**config.mk**
```make
export PLATFORM = sky130hd
export DESIGN_NAME = read_region_strided
export DESIGN_NICKNAME = d
export VERILOG_FILES = /design/src/rtl/read_region_strided.sv
export SDC_FILE = /design/constraint.sdc
export NUM_CORES = 1
export LEC_CHECK = 0
export ABC_AREA = 1
export BUFFER_PORTS_ARGS = -buffer_cell sky130_fd_sc_hd__buf_2
export CAP_MARGIN = 0
export CORE_AREA = 2 2 442 444
export CTS_CLUSTER_SIZE = 14
export DETAILED_ROUTE_END_ITERATION = 6
export DIE_AREA = 0 0 444 446
export GPL_TIMING_DRIVEN = 0
export SLEW_MARGIN = 20
export SYNTH_ARGS = -nofsm -noshare
export SYNTH_HDL_FRONTEND = slang
export SYNTH_SLANG_ARGS = --single-unit
```
**constraint.sdc**
```tcl
create_clock -name clk -period 6.1 [get_ports clk]
set_clock_uncertainty 0.15 [all_clocks]
set_input_delay 0.305 -clock clk [delete_from_list [all_inputs] [get_ports clk]]
set_output_delay 0.305 -clock clk [all_outputs]
set_load 0.02 [all_outputs]
```
**src/rtl/read_region_strided.sv**
```systemverilog
// Streams a strided multi-iteration region out of a fifobram read port into a consumer.
// Optional stall-cycle counter is enabled by defining READ_REGION_STALL_CNT_EN.
module read_region_strided #(
    parameter int unsigned DATA_W     = 512,
    parameter int unsigned ADDR_W     = 14,
    parameter int unsigned LEN_W      = 14,
    parameter int unsigned ITER_W     = 16,
    parameter int unsigned INFLIGHT_W = 6
) (
    input  logic              clk,
    input  logic              reset_n,
    input  logic              op_start,
    input  logic              cfg_fifo,
    input  logic [ADDR_W-1:0] cfg_offset,
    input  logic [LEN_W-1:0]  cfg_length,
    input  logic [ITER_W-1:0] cfg_iterations,
    input  logic [ADDR_W-1:0] cfg_stride,
    output logic              busy,
    output logic              op_done,
    output logic              region_re,
    output logic [1:0]        region_rfifobram,
    output logic [ADDR_W-1:0] region_raddr,
    input  logic              region_empty,
    input  logic              region_rvalid,
    input  logic [DATA_W-1:0] region_rdata,
    output logic              out_rvalid,
    output logic [DATA_W-1:0] out_rdata,
    input  logic              out_almostfull,
    output logic [31:0]       stall_cycles
);

    typedef enum logic [1:0] {
        IDLE      = 2'd0,
        BRAM_READ = 2'd1,
        FIFO_READ = 2'd2,
        DRAIN     = 2'd3
    } state_t;

    state_t                state_q;
    logic                  busy_q;
    logic                  op_done_q;
    logic                  re_q;
    logic [1:0]            rfb_q;
    logic [ADDR_W-1:0]     raddr_q;
    logic                  out_rvalid_q;
    logic [DATA_W-1:0]     out_rdata_q;
    logic [LEN_W-1:0]      len_q;
    logic [ITER_W-1:0]     iters_q;
    logic [ADDR_W-1:0]     stride_q;
    logic [ADDR_W-1:0]     base_q;
    logic [LEN_W-1:0]      line_q;
    logic [ITER_W-1:0]     iter_q;
    logic [INFLIGHT_W-1:0] inflight_q;
    logic [INFLIGHT_W-1:0] inflight_d;

    logic in_read_c;
    logic issue_c;
    logic last_line_c;
    logic last_iter_c;

    assign in_read_c   = (state_q == BRAM_READ) || (state_q == FIFO_READ);
    assign issue_c     = ((state_q == BRAM_READ) && !out_almostfull) ||
                         ((state_q == FIFO_READ) && !out_almostfull && !region_empty);
    assign last_line_c = (line_q == LEN_W'(len_q - LEN_W'(1)));
    assign last_iter_c = (iter_q == ITER_W'(iters_q - ITER_W'(1)));

    // Outstanding reads: a request and a return in the same cycle cancel; never underflow.
    always_comb begin
        inflight_d = inflight_q;
        if (re_q && !region_rvalid) begin
            inflight_d = INFLIGHT_W'(inflight_q + INFLIGHT_W'(1));
        end else if (!re_q && region_rvalid && (inflight_q != '0)) begin
            inflight_d = INFLIGHT_W'(inflight_q - INFLIGHT_W'(1));
        end
    end

    always_ff @(posedge clk or negedge reset_n) begin
        if (!reset_n) begin
            state_q      <= IDLE;
            busy_q       <= 1'b0;
            op_done_q    <= 1'b0;
            re_q         <= 1'b0;
            rfb_q        <= 2'b00;
            raddr_q      <= '0;
            out_rvalid_q <= 1'b0;
            out_rdata_q  <= '0;
            len_q        <= '0;
            iters_q      <= '0;
            stride_q     <= '0;
            base_q       <= '0;
            line_q       <= '0;
            iter_q       <= '0;
            inflight_q   <= '0;
        end else begin
            re_q         <= 1'b0;
            op_done_q    <= 1'b0;
            out_rvalid_q <= region_rvalid;
            out_rdata_q  <= region_rdata;
            inflight_q   <= inflight_d;
            case (state_q)
                IDLE: begin
                    if (op_start) begin
                        len_q    <= cfg_length;
                        iters_q  <= cfg_iterations;
                        stride_q <= cfg_stride;
                        base_q   <= cfg_offset;
                        line_q   <= '0;
                        iter_q   <= '0;
                        busy_q   <= 1'b1;
                        if ((cfg_length == '0) || (cfg_iterations == '0)) begin
                            state_q <= DRAIN;
                        end else if (cfg_fifo) begin
                            state_q <= FIFO_READ;
                        end else begin
                            state_q <= BRAM_READ;
                        end
                    end
                end
                BRAM_READ, FIFO_READ: begin
                    if (issue_c) begin
                        re_q <= 1'b1;
                        if (state_q == BRAM_READ) begin
                            rfb_q   <= 2'b01;
                            raddr_q <= ADDR_W'(base_q + ADDR_W'(line_q));
                        end else begin
                            rfb_q <= 2'b10;
                        end
                        if (last_line_c) begin
                            line_q <= '0;
                            iter_q <= ITER_W'(iter_q + ITER_W'(1));
                            if (state_q == BRAM_READ) begin
                                base_q <= ADDR_W'(base_q + stride_q);
                            end
                            if (last_iter_c) begin
                                state_q <= DRAIN;
                            end
                        end else begin
                            line_q <= LEN_W'(line_q + LEN_W'(1));
                        end
                    end
                end
                DRAIN: begin
                    // Wait until the final request has been issued and all its data returned.
                    if ((inflight_q == '0) && !re_q) begin
                        op_done_q <= 1'b1;
                        busy_q    <= 1'b0;
                        state_q   <= IDLE;
                    end
                end
                default: state_q <= IDLE;
            endcase
        end
    end

`ifdef READ_REGION_STALL_CNT_EN
    logic [31:0] stall_q;

    // Cycles in a read state where a line is pending but the gate blocked the request.
    always_ff @(posedge clk or negedge reset_n) begin
        if (!reset_n) begin
            stall_q <= '0;
        end else if ((state_q == IDLE) && op_start) begin
            stall_q <= '0;
        end else if (in_read_c && !issue_c && (stall_q != '1)) begin
            stall_q <= 32'(stall_q + 32'd1);
        end
    end

    assign stall_cycles = stall_q;
`else
    logic unused_read_c;
    assign unused_read_c = in_read_c;
    assign stall_cycles  = '0;
`endif

    assign busy             = busy_q;
    assign op_done          = op_done_q;
    assign region_re        = re_q;
    assign region_rfifobram = rfb_q;
    assign region_raddr     = raddr_q;
    assign out_rvalid       = out_rvalid_q;
    assign out_rdata        = out_rdata_q;

endmodule

```
**Yosys cells after proc, flatten, opt, wreduce, memory -nomap -nowiden**

Index checks and enable logic that the tools add are counted.

- Register bits after elaboration: 628
- Logic and storage cells: 95

- $add $sub $neg: 8
- Equal/unequal tests: 11
- Muxes and demuxes: 31
- Reduce and logical (&&, ||, !) cells: 30

Operators with widths:

| cell | number |
|---|---|
| $mux W14 | 7 |
| $pmux W14 S2 | 2 |
| $mux W16 | 3 |
| $pmux W16 S2 | 1 |
| $add A14 B14 Y14 | 2 |
| $add A16 B1 Y16 const B | 1 |
| $eq A16 B16 Y1 | 1 |
| $logic_not A16 Y1 | 1 |
| $mux W2 | 8 |
| $sub A16 B1 Y16 const B | 1 |
| $add A14 B1 Y14 const B | 1 |
| $eq A14 B14 Y1 | 1 |
| $logic_not A14 Y1 | 1 |
| $sub A14 B1 Y14 const B | 1 |
| $mux W6 | 2 |
| $ne A2 B2 Y1 const B | 6 |
| $reduce_and A5 Y1 | 2 |
| $reduce_and A3 Y1 | 3 |
| $logic_and A1 B1 Y1 | 7 |
| $add A6 B1 Y6 const B | 1 |
| $logic_not A6 Y1 | 1 |
| $mux W1 | 6 |
| $pmux W2 S3 | 1 |
| $reduce_bool A2 Y1 | 3 |
| 11 further kinds | 17 |

**Logic depth before layout (Yosys ltp)**

- Depth after elaboration: 6
- Gate-level depth with buffers: 17
- Mapped depth without buffers: 16

**Worst setup path before layout**

OpenSTA, ideal clock, no wires.

- Path kind: register to register
- From: reg re_q, in the netlist region_re
- To: reg inflight_q[5]
- Library setup time: 0.119 ns
- Data arrival time: 2.103 ns
- Data required time: 5.831 ns
- Path slack: 3.728 ns
- Stages on the path, launching flop included: 12
- Path buffers: 0
- Cell sequence: dfrtp_1 inv_1 or2_2 ha_1 a21o_1 a31oi_1 nor2_1 o21ai_0 nand2_1 nand2_1 nand3_1 nor2b_1

- Cells in the longest elaborated chain, start to end: 4
- Elaborated cells on any way between the ends: 6
- Classes of those cells: mux: 1; reduce/logical: 5

Ends and longest elaborated chain:

| item | line | RTL |
|---|---|---|
| from (decl) | 42 | `logic re_q;` |
| from (signal assigned) | 82 | `re_q <= 1'b0;` |
| from (signal assigned) | 95 | `re_q <= 1'b0;` |
| from (signal assigned) | 121 | `re_q <= 1'b1;` |
| $logic_not A1 Y1 | 72 | `end else if (!re_q && region_rvalid && (inflight_q != '0)) begin` |
| $logic_and A1 B1 Y1 (2 in a row) | 72 |  |
| $reduce_bool A2 Y1 (no line) | - |  |
| to (signal assigned) | 99 | `inflight_q <= inflight_d;` |
| to (decl) | 53 | `logic [INFLIGHT_W-1:0] inflight_q;` |

Parallel ways exist; a longest one is shown, timed or not.
A chain may end at the register's enable or synchronous reset.

**Worst setup path in the final report**

- From: reg state_q[0]
- To: reg base_q[7]

- Cells in the longest elaborated chain, start to end: 6
- Elaborated cells on any way between the ends: 15
- Classes of those cells: eq/ne: 6; mux: 1; reduce/logical: 8

Ends and longest elaborated chain:

| item | line | RTL |
|---|---|---|
| from (decl) | 39 | `state_t state_q;` |
| from (signal assigned) | 79 | `state_q <= IDLE;` |
| from (signal assigned) | 111 | `state_q <= DRAIN;` |
| from (signal assigned) | 113 | `state_q <= FIFO_READ;` |
| $eq A2 B2 Y1 | 63, 100 |  |
| $logic_and A1 B1 Y1 (2 in a row) | 63 | `((state_q == FIFO_READ) && !out_almostfull && !region_empty);` |
| $logic_or A1 B1 Y1 | 62 | `assign issue_c = ((state_q == BRAM_READ) && !out_almostfull) \|\|` |
| $ne A2 B2 Y1 (no line) | - |  |
| $reduce_and A5 Y1 (no line) | - |  |
| to (signal assigned) | 106 | `base_q <= cfg_offset;` |
| to (signal assigned) | 132 | `base_q <= ADDR_W'(base_q + stride_q);` |
| to (decl) | 50 | `logic [ADDR_W-1:0] base_q;` |

Parallel ways exist; a longest one is shown, timed or not.

==> results.sh <==
export IMPL_status="complete, no violations"
export IMPL_cts_resized_gates=0
export IMPL_met2_usage=0.237
export IMPL_ant_nets=0
export IMPL_cts_htree_levels=3
export IMPL_tns_ns=0
export IMPL_drc=0
export IMPL_ys_warn_count=0
export IMPL_syn_area_per_cell_um2=13.1
export IMPL_p_per_area_nw_per_um2=358
export IMPL_cap_violations=0
export IMPL_fin_area_um2=39300
export IMPL_port_buffers=1108
export IMPL_num_rows=162
export IMPL_synth_edff_count=0
export IMPL_setup_viol=0
export IMPL_use_met3=0.0510
export IMPL_finalHoldViolCount=0
export IMPL_vias=20100
export IMPL_finalWorstSetupSlack_ns=2.70
export IMPL_finalCriticalPeriod_ns=3.40
export IMPL_grt_max_degree=107
export IMPL_max_freq_mhz=294
export IMPL_worstPathMaxFanout=10
export IMPL_worstMarginPinSlew_ns=1.19
export IMPL_slew_headroom=0.208
export IMPL_min_period_over_period=0.558
export IMPL_initial_utilization=0.108
export IMPL_die_y_um=446
export IMPL_clkLatencyLatePin_ns=0.69
export IMPL_slowest_delay_ns=0.77
export IMPL_drive_above_1_share=0.387
export IMPL_clock_path_buffers=3
export IMPL_synth_top_cell_area_share=0.750
export IMPL_netlist_instances=1606
export IMPL_cp_num_buf_inv=5
export IMPL_rsz0062_at_grt="false"
export IMPL_instances_no_fill=6134
export IMPL_seq_area_frac_synth=0.750
export IMPL_ys_flop_type="dfrtp_1"
export IMPL_grt_pass1_wl_um=182000
export IMPL_grt_antenna_before_repair=132
export IMPL_endpoint_kind="flip-flop"
export IMPL_path_cells="inv_1, ha_1, buf_2, inv_1, clkbuf_1, clkbuf_1, o21ai_0, nand3_1, nand2_1"
export IMPL_path_class="flip-flop to flip-flop"
export IMPL_holdWs_ns=0.0856
export IMPL_crit_arrival_ns=3.82
export IMPL_hp_class="primary input to flip-flop"
export IMPL_final_max_slew_viol_count=0
export IMPL_use_met1=0.136
export IMPL_vias_per_cell=3.28
export IMPL_synth_seq_cells=628
export IMPL_async_flop_share=1.00
export IMPL_drt_first_iter_violations=1131
export IMPL_cp_start_kind="flip-flop"
export IMPL_cpLargestDelayFamily="buffers and inverters"
export IMPL_pin_count=1141
export IMPL_area_delta_synth_final_pct=87.4
export IMPL_globalRoute_busiestLayer="met2"
export IMPL_synth_cell_type_count=44
export IMPL_crit_path_top_delay_cell="clkbuf_1"
export IMPL_dieArea_um2=198000
export IMPL_coreArea_um2=194000
export IMPL_wl_per_cell_um=22.6
export IMPL_cts_sinks=628
export IMPL_leakage_nw=18.6
export IMPL_die_x_um=444
export IMPL_yosys_area_top_type="dfrtp_1"
export IMPL_placed_area_um2=30000
export IMPL_p_total_mw=14.1
export IMPL_grt_pass1_vias=21500
export IMPL_dr_pass1_iters=5
export IMPL_synth_area_leaders="dfrtp_1 75%, nand2_1 5.2%, ha_1 2.3%, nand3_1 1.9%, inv_1 1.9%"
export IMPL_overflow=0
export IMPL_cts_buffers=81
export IMPL_drt_total_wl_um=139000
export IMPL_ir_drop_uv=227
export IMPL_dp_hpwl_um=114000
export IMPL_worstPathRequired_ns=6.51
export IMPL_cts_root_buffer="clkbuf_16"
export IMPL_pre_cts_ws_ns=2.58
export IMPL_postCtsHoldBufs=626
export IMPL_syn_area_um2=21000
export IMPL_cts_tree="done"
export IMPL_globalRouteTotalUtil=0.136
export IMPL_fin_util=0.203
export IMPL_nets=4079
export IMPL_cts_clk_slew_worst_paths_ns=0.06
export IMPL_place_gp_congestion=1.05
export IMPL_post_cts_repair_setup_buffers=0
export IMPL_placed_cells=5294
==> where the power goes <==
group / internal [mW] / switching, mW
registers: 4.63 / 0.419
logic: 1.45 / 2.47
clock network: 2.92 / 2.18
==> cell type report <==
cell class / count / area (um2)
fillers: 20900 / 154000
inverters: 112 / 420
well taps: 2542 / 3180
diodes: 68 / 170
repair buffers: 1741 / 12000
plain buffers: 53 / 355
clock inverters: 50 / 639
flip-flops and latches: 628 / 15700
multi-input cells: 844 / 4590
clock buffers: 96 / 2180
==> cells in the mapped netlist (4+ instances only) <==
cell,instances
inv_2,6
nand2_1,288
nand3_1,81
dfrtp_1,628
nand4_1,19
o21ai_1,17
ha_1,38
nor2_1,102
a31oi_1,5
a21oi_1,51
buf_4,34
nor4_1,9
xor2_1,30
nand3_2,4
o21bai_1,8
nand3b_1,7
xnor2_1,17
nor3_1,19
or2_2,11
nor2_4,5
o21ai_0,46
mux2i_1,4
nor2_2,7
buf_2,4
mux2_2,23
inv_1,106
clkbuf_1,11
==> worst reg2reg max path, cell delays in order, from the launching register on <==
cell,delay [ns]
dfrtp_1,0.40
inv_1,0.08
ha_1,0.34
buf_2,0.26
inv_1,0.11
clkbuf_1,0.77
clkbuf_1,0.71
o21ai_0,0.27
nand3_1,0.13
nand2_1,0.06
==> routing by layer <==
layer | vias to the layer above | routed length [um]
met5 | - | 303
met4 | 46 | 10300
li1 | 8948 | -
met2 | 899 | 69800
met1 | 9900 | 46400
met3 | 349 | 12000
==> final timing paths <==
check	end	cells after the start	slack, ns	start
min	out_rdata[400]	2	0.09	region_rdata[400]
min in group asynchronous	out_rdata[55]	3	0.10	reset_n
min reg2reg	region_raddr[0]	2	0.32	region_raddr[0]
max	base_q[7]	9	2.70	state_q[0]
max in group asynchronous	out_rdata[316]	5	4.45	reset_n
max reg2reg	base_q[7]	9	2.70	state_q[0]
==> placed cells by master, fill, tap and decap left out, types with 9 or more instances in the layout <==
cell | Yosys | routed
conb_1 | 1 | 32
inv_1 | 106 | 106
o21ai_1 | 17 | 17
xor2_1 | 30 | 30
clkinv_2 | 0 | 15
nor2_1 | 102 | 102
nor4_1 | 9 | 9
o21ai_0 | 46 | 46
nand4_1 | 19 | 19
clkbuf_1 | 11 | 15
or2_2 | 11 | 11
a21oi_1 | 51 | 51
xnor2_1 | 17 | 17
nand3_1 | 81 | 81
nor3_1 | 19 | 19
clkbuf_16 | 0 | 81
clkbuf_8 | 0 | 10
dfrtp_1 | 628 | 628
diode_2 | 0 | 68
mux2_2 | 23 | 23
dlygate4sd3_1 | 0 | 625
buf_4 | 34 | 34
ha_1 | 38 | 38
buf_2 | 4 | 1111
nand2_1 | 288 | 288
==> cell families after synthesis <==
kind of cell	Yosys count	synth area share
flip-flops	628	0.750
AND/OR/NAND/NOR	562	0.119
buffers and inverters	165	0.0370
AO/OA/AOI/OAI	135	0.0346
XOR/XNOR	47	0.0196
adder cells (fa/ha/maj)	41	0.0255
multiplexers	27	0.0143
other	1	0.000179
==> sequential cells by signal (all words and copies together), names as in the netlist <==
signal	count
iters_q	16
state_q	2
out_rvalid	1
len_q	14
out_rdata	512
busy	1
inflight_q	6
op_done	1
region_re	1
iter_q	16
stride_q	14
base_q	14
region_rfifobram	2
region_raddr	14
line_q	14
Power figures use the tool's default switching activity.
